$ cat config.mk
export PLATFORM = sky130hd
export DESIGN_NAME = stoplight_lamp_guard
export DESIGN_NICKNAME = d
export VERILOG_FILES = /design/src/rtl/stoplight_lamp_guard.sv
export SDC_FILE = /design/constraint.sdc
export NUM_CORES = 1
export LEC_CHECK = 0
export ABC_AREA = 1
export CORE_MARGIN = 8
export CORE_UTILIZATION = 51
export DETAILED_ROUTE_END_ITERATION = 10
export GPL_ROUTABILITY_DRIVEN = 0
export PLACE_DENSITY_LB_ADDON = 0.1
export SYNTH_ARGS = -nofsm -noshare
export SYNTH_HDL_FRONTEND = slang
export SYNTH_SLANG_ARGS = --single-unit
export TNS_END_PERCENT = 30
$ cat constraint.sdc
create_clock -name clk_i -period 1.5 [get_ports clk_i]
set_input_delay 0.3 -clock clk_i [delete_from_list [all_inputs] [get_ports clk_i]]
set_output_delay 0.3 -clock clk_i [all_outputs]
set_load 0.005 [all_outputs]
$ cat src/rtl/stoplight_lamp_guard.sv
`default_nettype none
// +--------------------------------------------------------------------------+
// | Module      : stoplight_lamp_guard                                       |
// | Description : Safety stage between the stoplight controller and the     |
// |               lamp drivers. Registers the six lamp requests through to  |
// |               the lamps and checks each input cycle for conflicting     |
// |               right-of-way, malformed lamp sets, skipped yellow and     |
// |               short yellow. Any violation forces a flashing-red         |
// |               failsafe and latches the first fault code until cleared.  |
// | Revision    : 1.0  initial release                                       |
// +--------------------------------------------------------------------------+
// | Parameters                                                               |
// |   FLASH_HALF     cycles per half-period of failsafe red flashing (>=1)   |
// |   MIN_YELLOW     minimum consecutive yellow cycles before red (>=1)      |
// | Ports                                                                    |
// |   clk_i          clock, rising edge                                      |
// |   reset_i        asynchronous active-high reset                          |
// |   ns_*_i, ew_*_i lamp requests from the stoplight controller             |
// |   fault_clear_i  level-sampled request to leave failsafe                 |
// |   ns_*_o, ew_*_o registered lamp drives                                  |
// |   fault_o        high while in failsafe                                  |
// |   fault_code_o   first fault: 0 none, 1 malformed, 2 conflict,           |
// |                  3 skipped yellow, 4 short yellow                        |
// +--------------------------------------------------------------------------+
module stoplight_lamp_guard #(
  parameter int FLASH_HALF = 4,
  parameter int MIN_YELLOW = 3
) (
  input  logic       clk_i,
  input  logic       reset_i,
  input  logic       ns_red_i,
  input  logic       ns_yellow_i,
  input  logic       ns_green_i,
  input  logic       ew_red_i,
  input  logic       ew_yellow_i,
  input  logic       ew_green_i,
  input  logic       fault_clear_i,
  output logic       ns_red_o,
  output logic       ns_yellow_o,
  output logic       ns_green_o,
  output logic       ew_red_o,
  output logic       ew_yellow_o,
  output logic       ew_green_o,
  output logic       fault_o,
  output logic [2:0] fault_code_o
);

  // Yellow counters saturate at MIN_YELLOW; flash counter spans 0..FLASH_HALF-1.
  localparam int YW = $clog2(MIN_YELLOW + 1);
  localparam int FW = (FLASH_HALF > 1) ? $clog2(FLASH_HALF) : 1;

  localparam logic [YW-1:0] C_YMAX  = YW'(MIN_YELLOW);
  localparam logic [FW-1:0] C_FLAST = FW'(FLASH_HALF - 1);

  localparam logic [2:0] C_CODE_NONE      = 3'd0;
  localparam logic [2:0] C_CODE_MALFORMED = 3'd1;
  localparam logic [2:0] C_CODE_CONFLICT  = 3'd2;
  localparam logic [2:0] C_CODE_SKIP      = 3'd3;
  localparam logic [2:0] C_CODE_SHORT     = 3'd4;

  // Lamp vector layout: {ns_red, ns_yellow, ns_green, ew_red, ew_yellow, ew_green}
  localparam logic [5:0] C_FAILSAFE = 6'b100_100;

  localparam logic [0:0] ST_PASS  = 1'b0;
  localparam logic [0:0] ST_FAULT = 1'b1;

  // --------------------------------------------------------------------------
  // Registers
  // --------------------------------------------------------------------------
  logic [0:0]    state_q,      state_d;
  logic [5:0]    lamps_q,      lamps_d;
  logic [5:0]    prev_q,       prev_d;
  logic          hist_valid_q, hist_valid_d;
  logic          fault_q,      fault_d;
  logic [2:0]    code_q,       code_d;
  logic [FW-1:0] flash_q,      flash_d;
  logic          red_on_q,     red_on_d;
  logic [YW-1:0] ns_ycnt_q,    ns_ycnt_d;
  logic [YW-1:0] ew_ycnt_q,    ew_ycnt_d;

  // --------------------------------------------------------------------------
  // Combinational checks on the current inputs and the previous PASS cycle
  // --------------------------------------------------------------------------
  logic [5:0] w_in;
  logic       w_ns_onehot;
  logic       w_ew_onehot;
  logic       w_conflict;
  logic       w_malformed;
  logic       w_skip_ns;
  logic       w_skip_ew;
  logic       w_short_ns;
  logic       w_short_ew;
  logic       w_static_ok;
  logic [2:0] w_code;

  assign w_in = {ns_red_i, ns_yellow_i, ns_green_i, ew_red_i, ew_yellow_i, ew_green_i};

  // Exactly one of three: odd parity rules out 0 and 2 set, and the AND
  // term rules out all three set.
  assign w_ns_onehot = (^w_in[5:3]) & ~(&w_in[5:3]);
  assign w_ew_onehot = (^w_in[2:0]) & ~(&w_in[2:0]);

  assign w_conflict  = ~ns_red_i & ~ew_red_i;
  assign w_malformed = ~w_ns_onehot | ~w_ew_onehot;
  assign w_static_ok = ~w_conflict & ~w_malformed;

  // Transition checks need a valid previous cycle; the first PASS cycle after
  // reset or clear has none, so only the static checks apply there.
  assign w_skip_ns  = hist_valid_q & prev_q[3] & ns_red_i;
  assign w_skip_ew  = hist_valid_q & prev_q[0] & ew_red_i;
  assign w_short_ns = hist_valid_q & prev_q[4] & ns_red_i & (ns_ycnt_q < C_YMAX);
  assign w_short_ew = hist_valid_q & prev_q[1] & ew_red_i & (ew_ycnt_q < C_YMAX);

  always_comb begin
    w_code = C_CODE_NONE;
    if (w_conflict) begin
      w_code = C_CODE_CONFLICT;
    end else if (w_malformed) begin
      w_code = C_CODE_MALFORMED;
    end else if (w_skip_ns || w_skip_ew) begin
      w_code = C_CODE_SKIP;
    end else if (w_short_ns || w_short_ew) begin
      w_code = C_CODE_SHORT;
    end
  end

  // --------------------------------------------------------------------------
  // Yellow run counters: count consecutive yellow cycles up to MIN_YELLOW.
  // They track the inputs in every state, so a clear never resets them.
  // --------------------------------------------------------------------------
  always_comb begin
    ns_ycnt_d = '0;
    ew_ycnt_d = '0;
    if (ns_yellow_i) begin
      ns_ycnt_d = (ns_ycnt_q == C_YMAX) ? C_YMAX : ns_ycnt_q + 1'b1;
    end
    if (ew_yellow_i) begin
      ew_ycnt_d = (ew_ycnt_q == C_YMAX) ? C_YMAX : ew_ycnt_q + 1'b1;
    end
  end

  // --------------------------------------------------------------------------
  // FSM: state register
  // --------------------------------------------------------------------------
  always_ff @(posedge clk_i or posedge reset_i) begin
    if (reset_i) begin
      state_q <= ST_PASS;
    end else begin
      state_q <= state_d;
    end
  end

  // --------------------------------------------------------------------------
  // FSM: next-state logic
  // --------------------------------------------------------------------------
  always_comb begin
    state_d = state_q;
    case (state_q)
      ST_PASS: begin
        if (w_code != C_CODE_NONE) begin
          state_d = ST_FAULT;
        end
      end
      ST_FAULT: begin
        // Leaving failsafe requires the inputs to be statically legal too.
        if (fault_clear_i && w_static_ok) begin
          state_d = ST_PASS;
        end
      end
      default: state_d = ST_FAULT;
    endcase
  end

  // --------------------------------------------------------------------------
  // FSM: output logic (next values of the registered outputs and history).
  // Decisions use the current-cycle checks so a violating pattern is replaced
  // by the failsafe on the very edge that samples it.
  // --------------------------------------------------------------------------
  always_comb begin
    lamps_d      = lamps_q;
    prev_d       = prev_q;
    hist_valid_d = hist_valid_q;
    fault_d      = fault_q;
    code_d       = code_q;
    flash_d      = flash_q;
    red_on_d     = red_on_q;

    case (state_q)
      ST_PASS: begin
        if (w_code != C_CODE_NONE) begin
          lamps_d  = C_FAILSAFE;
          fault_d  = 1'b1;
          code_d   = w_code;
          flash_d  = '0;
          red_on_d = 1'b1;
        end else begin
          lamps_d      = w_in;
          prev_d       = w_in;
          hist_valid_d = 1'b1;
        end
      end
      ST_FAULT: begin
        if (state_d == ST_PASS) begin
          lamps_d      = w_in;
          fault_d      = 1'b0;
          code_d       = C_CODE_NONE;
          prev_d       = w_in;
          hist_valid_d = 1'b0;
          flash_d      = '0;
          red_on_d     = 1'b1;
        end else begin
          // The fault edge showed red with count 0, so each phase lasts
          // FLASH_HALF edges before red_on flips.
          if (flash_q == C_FLAST) begin
            flash_d  = '0;
            red_on_d = ~red_on_q;
          end else begin
            flash_d = flash_q + 1'b1;
          end
          lamps_d = {red_on_d, 2'b00, red_on_d, 2'b00};
        end
      end
      default: begin
        lamps_d = C_FAILSAFE;
      end
    endcase
  end

  // --------------------------------------------------------------------------
  // Datapath registers
  // --------------------------------------------------------------------------
  always_ff @(posedge clk_i or posedge reset_i) begin
    if (reset_i) begin
      lamps_q      <= C_FAILSAFE;
      prev_q       <= '0;
      hist_valid_q <= 1'b0;
      fault_q      <= 1'b0;
      code_q       <= C_CODE_NONE;
      flash_q      <= '0;
      red_on_q     <= 1'b1;
      ns_ycnt_q    <= '0;
      ew_ycnt_q    <= '0;
    end else begin
      lamps_q      <= lamps_d;
      prev_q       <= prev_d;
      hist_valid_q <= hist_valid_d;
      fault_q      <= fault_d;
      code_q       <= code_d;
      flash_q      <= flash_d;
      red_on_q     <= red_on_d;
      ns_ycnt_q    <= ns_ycnt_d;
      ew_ycnt_q    <= ew_ycnt_d;
    end
  end

  assign ns_red_o     = lamps_q[5];
  assign ns_yellow_o  = lamps_q[4];
  assign ns_green_o   = lamps_q[3];
  assign ew_red_o     = lamps_q[2];
  assign ew_yellow_o  = lamps_q[1];
  assign ew_green_o   = lamps_q[0];
  assign fault_o      = fault_q;
  assign fault_code_o = code_q;

endmodule
`default_nettype wire

==> run_results.csv, run 1 <==
group,metric,value,unit
critical_path,cp_top_family,"buffers and inverters",
grt,grt_use_total,12.0,%
power_and_ir_drop,ir_worst_vdd,0.903,mV
final_layout,storage_cell_area,579,um^2
flow_run,max_cap_viols,0,
sta,max_clock_freq,688,MHz
final_layout,ant_cells,0,
grt,global_route_wire_length_before_repair,3930,um
routing,firstDrtPassIters,4,
critical_path,reg2reg_to,"flash_q[0]$_DFFE_PP0P_",
sta,hold_viol,0,
yosys,synthesis.instances,128,
routing,detail_route.drc_violations,0,
place,total_of_buffers_placed_on_input_and_output_ports,18,
sta,worst_hold_slack,0.314,ns
critical_path,reg2regPathDepth,9,
sta,fin_skew,0.00258,ns
final_layout,finish.instance_area,1520,um^2
clocking,clock_network_latency_to_the_later_pin_of_the_worst_skew_pair,0.32,ns
clocking,clock_tree.htree_level_count,1,
final_layout,final_layout_size_suffix_gt1_share,24.4,%
final_layout,syn2layout_area_growth,36.1,%
floorplanning,floorplan.die_area,3950,um^2
clocking,cts-root-buf,"sky130_fd_sc_hd__clkbuf_4",
routing,avgViaCountPerCell,4.85,
power_and_ir_drop,p_total,2.18,mW
yosys,synthDistinctLibCells,22,
critical_path,rrSetupSlack,0.18,ns
clocking,clock_sink_count,23,
yosys,number_of_flip_flops_and_latches_in_the_synthesized_netlist,23,
power_and_ir_drop,pwr_density_cell,1430,nW/um^2
critical_path,standard_cell_with_the_maximum_stage_delay_on_the_critical_path,"sky130_fd_sc_hd__clkdlybuf4s50_1",
sta,tightest_slew,0.377,ns
critical_path,worst_ep_required_time,1.20,ns
floorplanning,initial_core_util,52.1,%
power_and_ir_drop,cellLeakagePower,0.874,nW
place,dp.final_hpwl,1660,um
grt,largest_net_degree_at_the_start_of_global_routing,24,
sta,max_slew_margin,74.8,%
place,placement_cell_area,1420,um^2
worst_hold_path,min-delay-path-class,"in -> async",
critical_path,critical_path_class,"reg -> out",
yosys,yosysSeqAreaShare,51.7,%
yosys,syn_area_per_cell,8.75,um^2
routing,drtIter0Drc,14,
outcome,result_of_the_run,"finished, final reports clean",
routing,vias,931,
sta,rsz0062_at_grt,"false",
final_layout,layout.cells.most_common,"sky130_fd_sc_hd__nand2_1",
clocking,clk_pin_slew_worst_paths,0.12,ns
floorplanning,die_y,62.9,um
clocking,clock_tree_from_tritoncts,"done",
critical_path,worstPathArrival,1.15,ns
clocking,tritoncts.num_buffers,3,
floorplanning,placeableCoreArea,2150,um^2
final_layout,multi_input_area,520,um^2
sta,timing.final.max_slew_violations,0,
yosys,post_synth_main_area_contributors,"sky130_fd_sc_hd__dfrtp_1 45%, sky130_fd_sc_hd__nand2_1 13%, sky130_fd_sc_hd__dfstp_2 7.0%",
grt,global_route_overflow,0,
critical_path,worstPathCellList,"clkdlybuf4s50_1",
grt,grt_pass1_vias,934,
final_layout,num-nets-final,175,
critical_path,crit_path_max_incr_delay,0.49,ns
routing,post_drt_wl_per_cell,12.5,um
yosys,netlist.top_cell.by_area,"sky130_fd_sc_hd__dfrtp_1",
yosys,synth_largest_type_area_fraction,44.7,%
grt,antenna_found_initial,0,
critical_path,critPathLaunchType,"register",
final_layout,layout.filler_cells,170,
routing,finalWirelength,2410,um
clocking,clock_tree.buffer_depth,2,
sta,fin_crit_sh,96.9,%
sta,final.setup.worst_slack,0.0464,ns
critical_path,crit_buf_inv,1,
floorplanning,fp-row-count,17,
critical_path,reg2reg_from,"hist_valid_q$_DFFE_PP0P_",
place,dp_worst_setup_slack,-0.389,ns
sta,setup_viol_count_final,0,
floorplanning,design.portCount,19,
final_layout,layout_common_cells,"39 x sky130_fd_sc_hd__nand2_1, 20 x sky130_fd_sc_hd__dfrtp_1, 17 x sky130_fd_sc_hd__inv_1",
floorplanning,die_w,62.9,um
yosys,syn_area,1120,um^2
yosys,synth_fp_nets,138,
yosys,synthesis.yosys.warnings,0,
clocking,cts-hold-fix-buffers,0,
critical_path,critPathCaptureType,"output pin",
sta,finalCriticalPeriod,1.45,ns
routing,drtAntennaViolNets,0,
critical_path,critical_path_peak_fanout,1,
==> report_power, final <==
part | switching (mW) | internal [mW] | total [mW]
sequential | 0.115 | 0.847 | 0.961
combinational | 0.524 | 0.405 | 0.929
clock | 0.189 | 0.0999 | 0.289
total | 0.828 | 1.35 | 2.18
==> worst max-delay path by stage <==
stage | from | slack (ns) | cells past startpoint | to
final | lamps_q[3]$_DFF_PP0_ | 0.05 | 1 | ns_green_o
after global routing | ns_green_i | 0.0009 | 10 | flash_q[1]$_DFFE_PP0P_
after CTS | ew_red_i | 0.002 | 8 | prev_q[3]$_DFFE_PP0P_
after detailed placement | ns_red_i | -0.39 | 8 | fault_o$_DFFE_PP0P_
after global placement | ns_red_i | -0.39 | 8 | fault_o$_DFFE_PP0P_
after floorplan | hist_valid_q$_DFFE_PP0P_ | 0.28 | 9 | prev_q[3]$_DFFE_PP0P_
==> stage by stage <==
step	util (%)	setup TNS (ns)	instances
finish	70.9	0	192
global route	70.9	0	192
floorplan	-	0	128
CTS	67.4	0	189
detailed placement	66.0	-6.73	185
global placement	66.0	-6.63	185
==> registers in the layout, indices dropped and copies added (netlist names) <==
signal and flops:
lamps_q 6, prev_q 4, fault_code_o 3, ew_ycnt_q 2, flash_q 2, ns_ycnt_q 2, fault_o 1, hist_valid_q 1
red_on_q 1, state_q 1
==> area by class of cell <==
type                            instances  share of cell area [%]
Clock inverter                          1                   0.328
Sequential cell                        23                    38.0
Clock buffer                            3                    1.48
Inverter                               19                    4.68
Timing Repair Buffer                   31                    19.0
Tap cell                               28                    2.30
Multi-Input combinational cell         87                    34.2
==> kinds of logic after synthesis <==
| kind of cell | share of synthesized area [%] |
|---|---|
| simple gates | 36.4 |
| flops | 51.7 |
| buf+inv | 6.37 |
| compound gates | 3.57 |
| xor+xnor | 0.782 |
| fa+ha+maj | 1.12 |
==> metal layers <==
layer / part of all wire [%] / track usage (%)
met2: 48 / 18.4
met4: 2.8 / 7.98
met1: 45 / 14.3
met5: 0 / 0
met3: 4.4 / 3.41
==> worst register-to-register path, stage by stage, from the launching register on <==
cell	delay, ns
sky130_fd_sc_hd__dfrtp_1	0.42
sky130_fd_sc_hd__nand2_1	0.07
sky130_fd_sc_hd__nor2_1	0.10
sky130_fd_sc_hd__nand2_1	0.06
sky130_fd_sc_hd__nand2_1	0.12
sky130_fd_sc_hd__nor2_4	0.06
sky130_fd_sc_hd__nand4_4	0.15
sky130_fd_sc_hd__clkinv_1	0.12
sky130_fd_sc_hd__nand2_1	0.07
sky130_fd_sc_hd__nand2_1	0.04
==> Yosys cell counts <==
library cell               number
sky130_fd_sc_hd__nand2_1       40
sky130_fd_sc_hd__dfrtp_1       20
sky130_fd_sc_hd__inv_1         17
sky130_fd_sc_hd__nor2_1        11
sky130_fd_sc_hd__nand3_1        8
sky130_fd_sc_hd__nand3_2        7
sky130_fd_sc_hd__o21ai_1        4
sky130_fd_sc_hd__a21oi_1        3
sky130_fd_sc_hd__dfstp_2        3
sky130_fd_sc_hd__nand2_4        3
sky130_fd_sc_hd__clkinv_1       1
sky130_fd_sc_hd__ha_1           1
sky130_fd_sc_hd__inv_2          1
sky130_fd_sc_hd__nand2_2        1
sky130_fd_sc_hd__nand3b_1       1
sky130_fd_sc_hd__nand4_1        1
sky130_fd_sc_hd__nand4_4        1
sky130_fd_sc_hd__nor2_2         1
sky130_fd_sc_hd__nor2_8         1
sky130_fd_sc_hd__nor3_1         1
sky130_fd_sc_hd__o21ai_0        1
sky130_fd_sc_hd__xor2_1         1
==> timing repair <==
item | CTS | global route
resized for setup | 5 | 15
gates cloned | 0 | 1
pin swaps | 0 | 4
buffers inserted | 0 | 2
setup endpoints to repair | 16 | 22
Note: power is estimated with default switching activity, not from simulation.
==> run 2: changes to the inputs <==
Settings changed: ABC_AREA 1 to 0, CORE_UTILIZATION 51 to 52.
==> run 2 against run 1 <==
Against the previous run:
- the flow now finishes with violations (setup timing)
- routed wire length is 31% higher
- critical path type is now reg -> reg
- critical path depth rose by 4
- sequential power is 9.4% lower
- non-clock buffer count increased by 23
- worst setup slack worse by 0.24 ns
- clock-buffer cell count grew 1
==> run_results.csv, run 2 <==
group,metric,value,unit
outcome,result_of_the_run,"complete, but fails checks",
outcome,violations,"setup timing",
sta,tightest_slew,0.377,ns
sta,final.setup.worst_slack,-0.193,ns
worst_hold_path,min-delay-path-class,"in -> async",
grt,global_route_wire_length_before_repair,4870,um
critical_path,worst_ep_required_time,1.70,ns
floorplanning,fp-row-count,17,
yosys,synth_fp_nets,124,
flow_run,max_cap_viols,0,
yosys,synth-async-reset-ratio,100,%
sta,fin_skew,0.0126,ns
clocking,clk_pin_slew_worst_paths,0.12,ns
final_layout,layout_common_cells,"35 x sky130_fd_sc_hd__buf_4, 20 x sky130_fd_sc_hd__dfrtp_1, 11 x sky130_fd_sc_hd__nor2_1, 11 x sky130_fd_sc_hd__inv_1, 7 x sky130_fd_sc_hd__nand2_1",
critical_path,critical_path_peak_fanout,7,
clocking,clock_network_latency_to_the_later_pin_of_the_worst_skew_pair,0.31,ns
routing,drtIter0Drc,30,
final_layout,ant_cells,0,
sta,finalCriticalPeriod,1.69,ns
final_layout,final_layout_size_suffix_gt1_share,41.3,%
clocking,clock_tree.buffer_depth,2,
routing,post_drt_wl_per_cell,16.1,um
final_layout,syn2layout_area_growth,45.2,%
grt,grt_pass1_vias,1064,
yosys,synthesis.yosys.warnings,0,
power_and_ir_drop,ir_worst_vdd,0.756,mV
floorplanning,placeableCoreArea,2190,um^2
final_layout,storage_cell_area,579,um^2
final_layout,largest_reg_flops,6,
yosys,syn_area_per_cell,10.5,um^2
routing,firstDrtPassIters,5,
critical_path,worstPathArrival,1.89,ns
yosys,synthesis.instances,114,
place,place.detailed.instances,187,
clocking,tritoncts.num_buffers,3,
grt,grt_use_total,14.4,%
yosys,synth_flop_cell,"sky130_fd_sc_hd__dfrtp_1",
routing,avgViaCountPerCell,5.48,
final_layout,finish.instance_area,1740,um^2
clocking,clock_tree_from_tritoncts,"done",
sta,hold_viol,0,
routing,vias,1068,
final_layout,layout.filler_cells,132,
sta,rsz0062_at_grt,"true",
yosys,synthDistinctLibCells,41,
sta,max_slew_margin,74.9,%
final_layout,num-nets-final,178,
yosys,synth_most_common_cell,"sky130_fd_sc_hd__dfrtp_1",
sta,max_clock_freq,591,MHz
yosys,post_synth_edffs,0,
grt,antenna_found_initial,0,
routing,finalWirelength,3150,um
sta,timing.final.max_slew_violations,0,
floorplanning,die_w,64.1,um
critical_path,critPathCaptureType,"register",
critical_path,critical_path_class,"reg -> reg",
power_and_ir_drop,pwr_density_cell,1060,nW/um^2
yosys,netlist_top_cells_count,"20 x sky130_fd_sc_hd__dfrtp_1, 11 x sky130_fd_sc_hd__inv_1, 11 x sky130_fd_sc_hd__nor2_1",
floorplanning,design.portCount,19,
yosys,synth_largest_type_area_fraction,41.7,%
clocking,cts-hold-fix-buffers,0,
clocking,cts-root-buf,"sky130_fd_sc_hd__clkbuf_4",
sta,finalSetupTns,-1.65,ns
place,total_of_buffers_placed_on_input_and_output_ports,18,
yosys,syn_area,1200,um^2
sta,fin_crit_sh,113,%
sta,setup_viol_count_final,17,
yosys,number_of_flip_flops_and_latches_in_the_synthesized_netlist,23,
final_layout,layout.cells.most_common,"sky130_fd_sc_hd__buf_4",
final_layout,largest-register,"lamps_q",
routing,detail_route.drc_violations,0,
place,dp.final_hpwl,2200,um
yosys,post_synth_main_area_contributors,"sky130_fd_sc_hd__dfrtp_1 42%, sky130_fd_sc_hd__dfstp_2 6.6%, sky130_fd_sc_hd__mux2_4 5.0%",
floorplanning,floorplan.die_area,4100,um^2
grt,largest_net_degree_at_the_start_of_global_routing,24,
yosys,yosysSeqAreaShare,48.2,%
floorplanning,initial_core_util,54.8,%
clocking,clock_tree.htree_level_count,1,
yosys,netlist.top_cell.by_area,"sky130_fd_sc_hd__dfrtp_1",
floorplanning,die_y,64.1,um
clocking,clock_sink_count,23,
final_layout,final_cell_count_no_fill,195,
final_layout,multi_input_area,617,um^2
grt,global_route_overflow,0,
routing,drtAntennaViolNets,0,
critical_path,critPathLaunchType,"register",
place,placement_cell_area,1630,um^2
power_and_ir_drop,cellLeakagePower,0.873,nW
==> run 2: changes by cell type after synthesis, sizes merged, moves of 3 or more <==
cell,before,now
inv,18,11
and3,0,3
o211ai,0,3
nand2,44,7
and2,0,4
mux2,0,5
nand3,15,2
buf,0,4
a21oi,3,6
a22o,0,3
==> run 2: kinds of logic after synthesis <==
kind of cell | after synthesis | synth area share, %
AOI/OAI and AO/OA | 31 | 21.4
xor gates and xnor gates | 3 | 2.19
adders and majority gates | 1 | 1.04
buffers and inverters | 16 | 5.94
DFF | 23 | 48.2
muxes | 5 | 5.94
and+or+nand+nor | 35 | 15.3
==> run 2: layer usage <==
layer  routed length [um]  global-route usage, %  vias to the layer above
met1                 1330                   18.4                      514
met4                   45                   5.01                        0
li1                     -                      -                      507
met3                  152                   2.79                        6
met5                    0                      0                        -
met2                 1620                   23.6                       41
==> run 2: worst max-delay path, stage by stage (launching register included) <==
cell and delay (ns):
sky130_fd_sc_hd__dfrtp_1 0.43, sky130_fd_sc_hd__a22o_1 0.26, sky130_fd_sc_hd__a21oi_2 0.17, sky130_fd_sc_hd__a21boi_4 0.24
sky130_fd_sc_hd__o211ai_4 0.16, sky130_fd_sc_hd__mux2_4 0.33
==> run 2: cell type report <==
cell class	instances	area share (%)
clock buffer	4	1.51
inverter	11	2.37
multi-input combinational	75	35.4
sequential	23	33.2
tap	28	2.01
timing repair buffer	54	25.5
==> run 2: worst paths after layout <==
kind,startpoint,endpoint,slack [ns],cells after the start
setup / recovery,prev_q[3]$_DFFE_PP0P_,prev_q[3]$_DFFE_PP0P_,-0.19,5
hold / removal,reset_i,state_q$_DFF_PP0_,0.31,3
setup reg to reg,prev_q[3]$_DFFE_PP0P_,prev_q[3]$_DFFE_PP0P_,-0.19,5
hold reg to reg,red_on_q$_DFFE_PP1P_,red_on_q$_DFFE_PP1P_,0.49,2
max in group asynchronous,reset_i,red_on_q$_DFFE_PP1P_,0.92,3
min in group clk_i,ns_yellow_i,prev_q[4]$_DFFE_PP0P_,0.41,3
==> run 2: through the flow <==
| step | worst slack, ns | util, % | power, mW | hold slack (ns) |
|---|---|---|---|---|
| after floorplan | -0.299 | - | 1.21 | 0.300 |
| after global placement | -0.709 | 74.2 | 1.48 | 0.458 |
| after detailed placement | -0.763 | 74.2 | 1.53 | 0.468 |
| after CTS | -0.0927 | 77.8 | 1.83 | 0.313 |
| after global routing | -0.214 | 79.6 | 1.95 | 0.344 |
| final | -0.193 | 79.6 | 1.84 | 0.306 |
==> run 2: power breakdown <==
| group | leakage (nW) | total, mW | internal [mW] | switching (mW) |
|---|---|---|---|---|
| sequential | 0.280 | 0.871 | 0.784 | 0.0865 |
| combinational | 0.578 | 0.695 | 0.384 | 0.311 |
| clock | 0.0150 | 0.277 | 0.104 | 0.173 |
| total | 0.873 | 1.84 | 1.27 | 0.571 |
==> run 2: repair_timing <==
| action | 4_1_cts | 5_1_grt |
|---|---|---|
| resized for setup | 30 | 8 |
| setup buffers | 2 | 2 |
| gates cloned | 0 | 0 |
| pin swaps | 12 | 4 |
| endpoints found under the setup margin | 22 | 23 |
==> run 3: changes to the inputs <==
Settings changed: CAP_MARGIN from default to 20.
==> results of run 3 <==
Same layout as run 2: the final DEF is identical, and so are final timing and power.
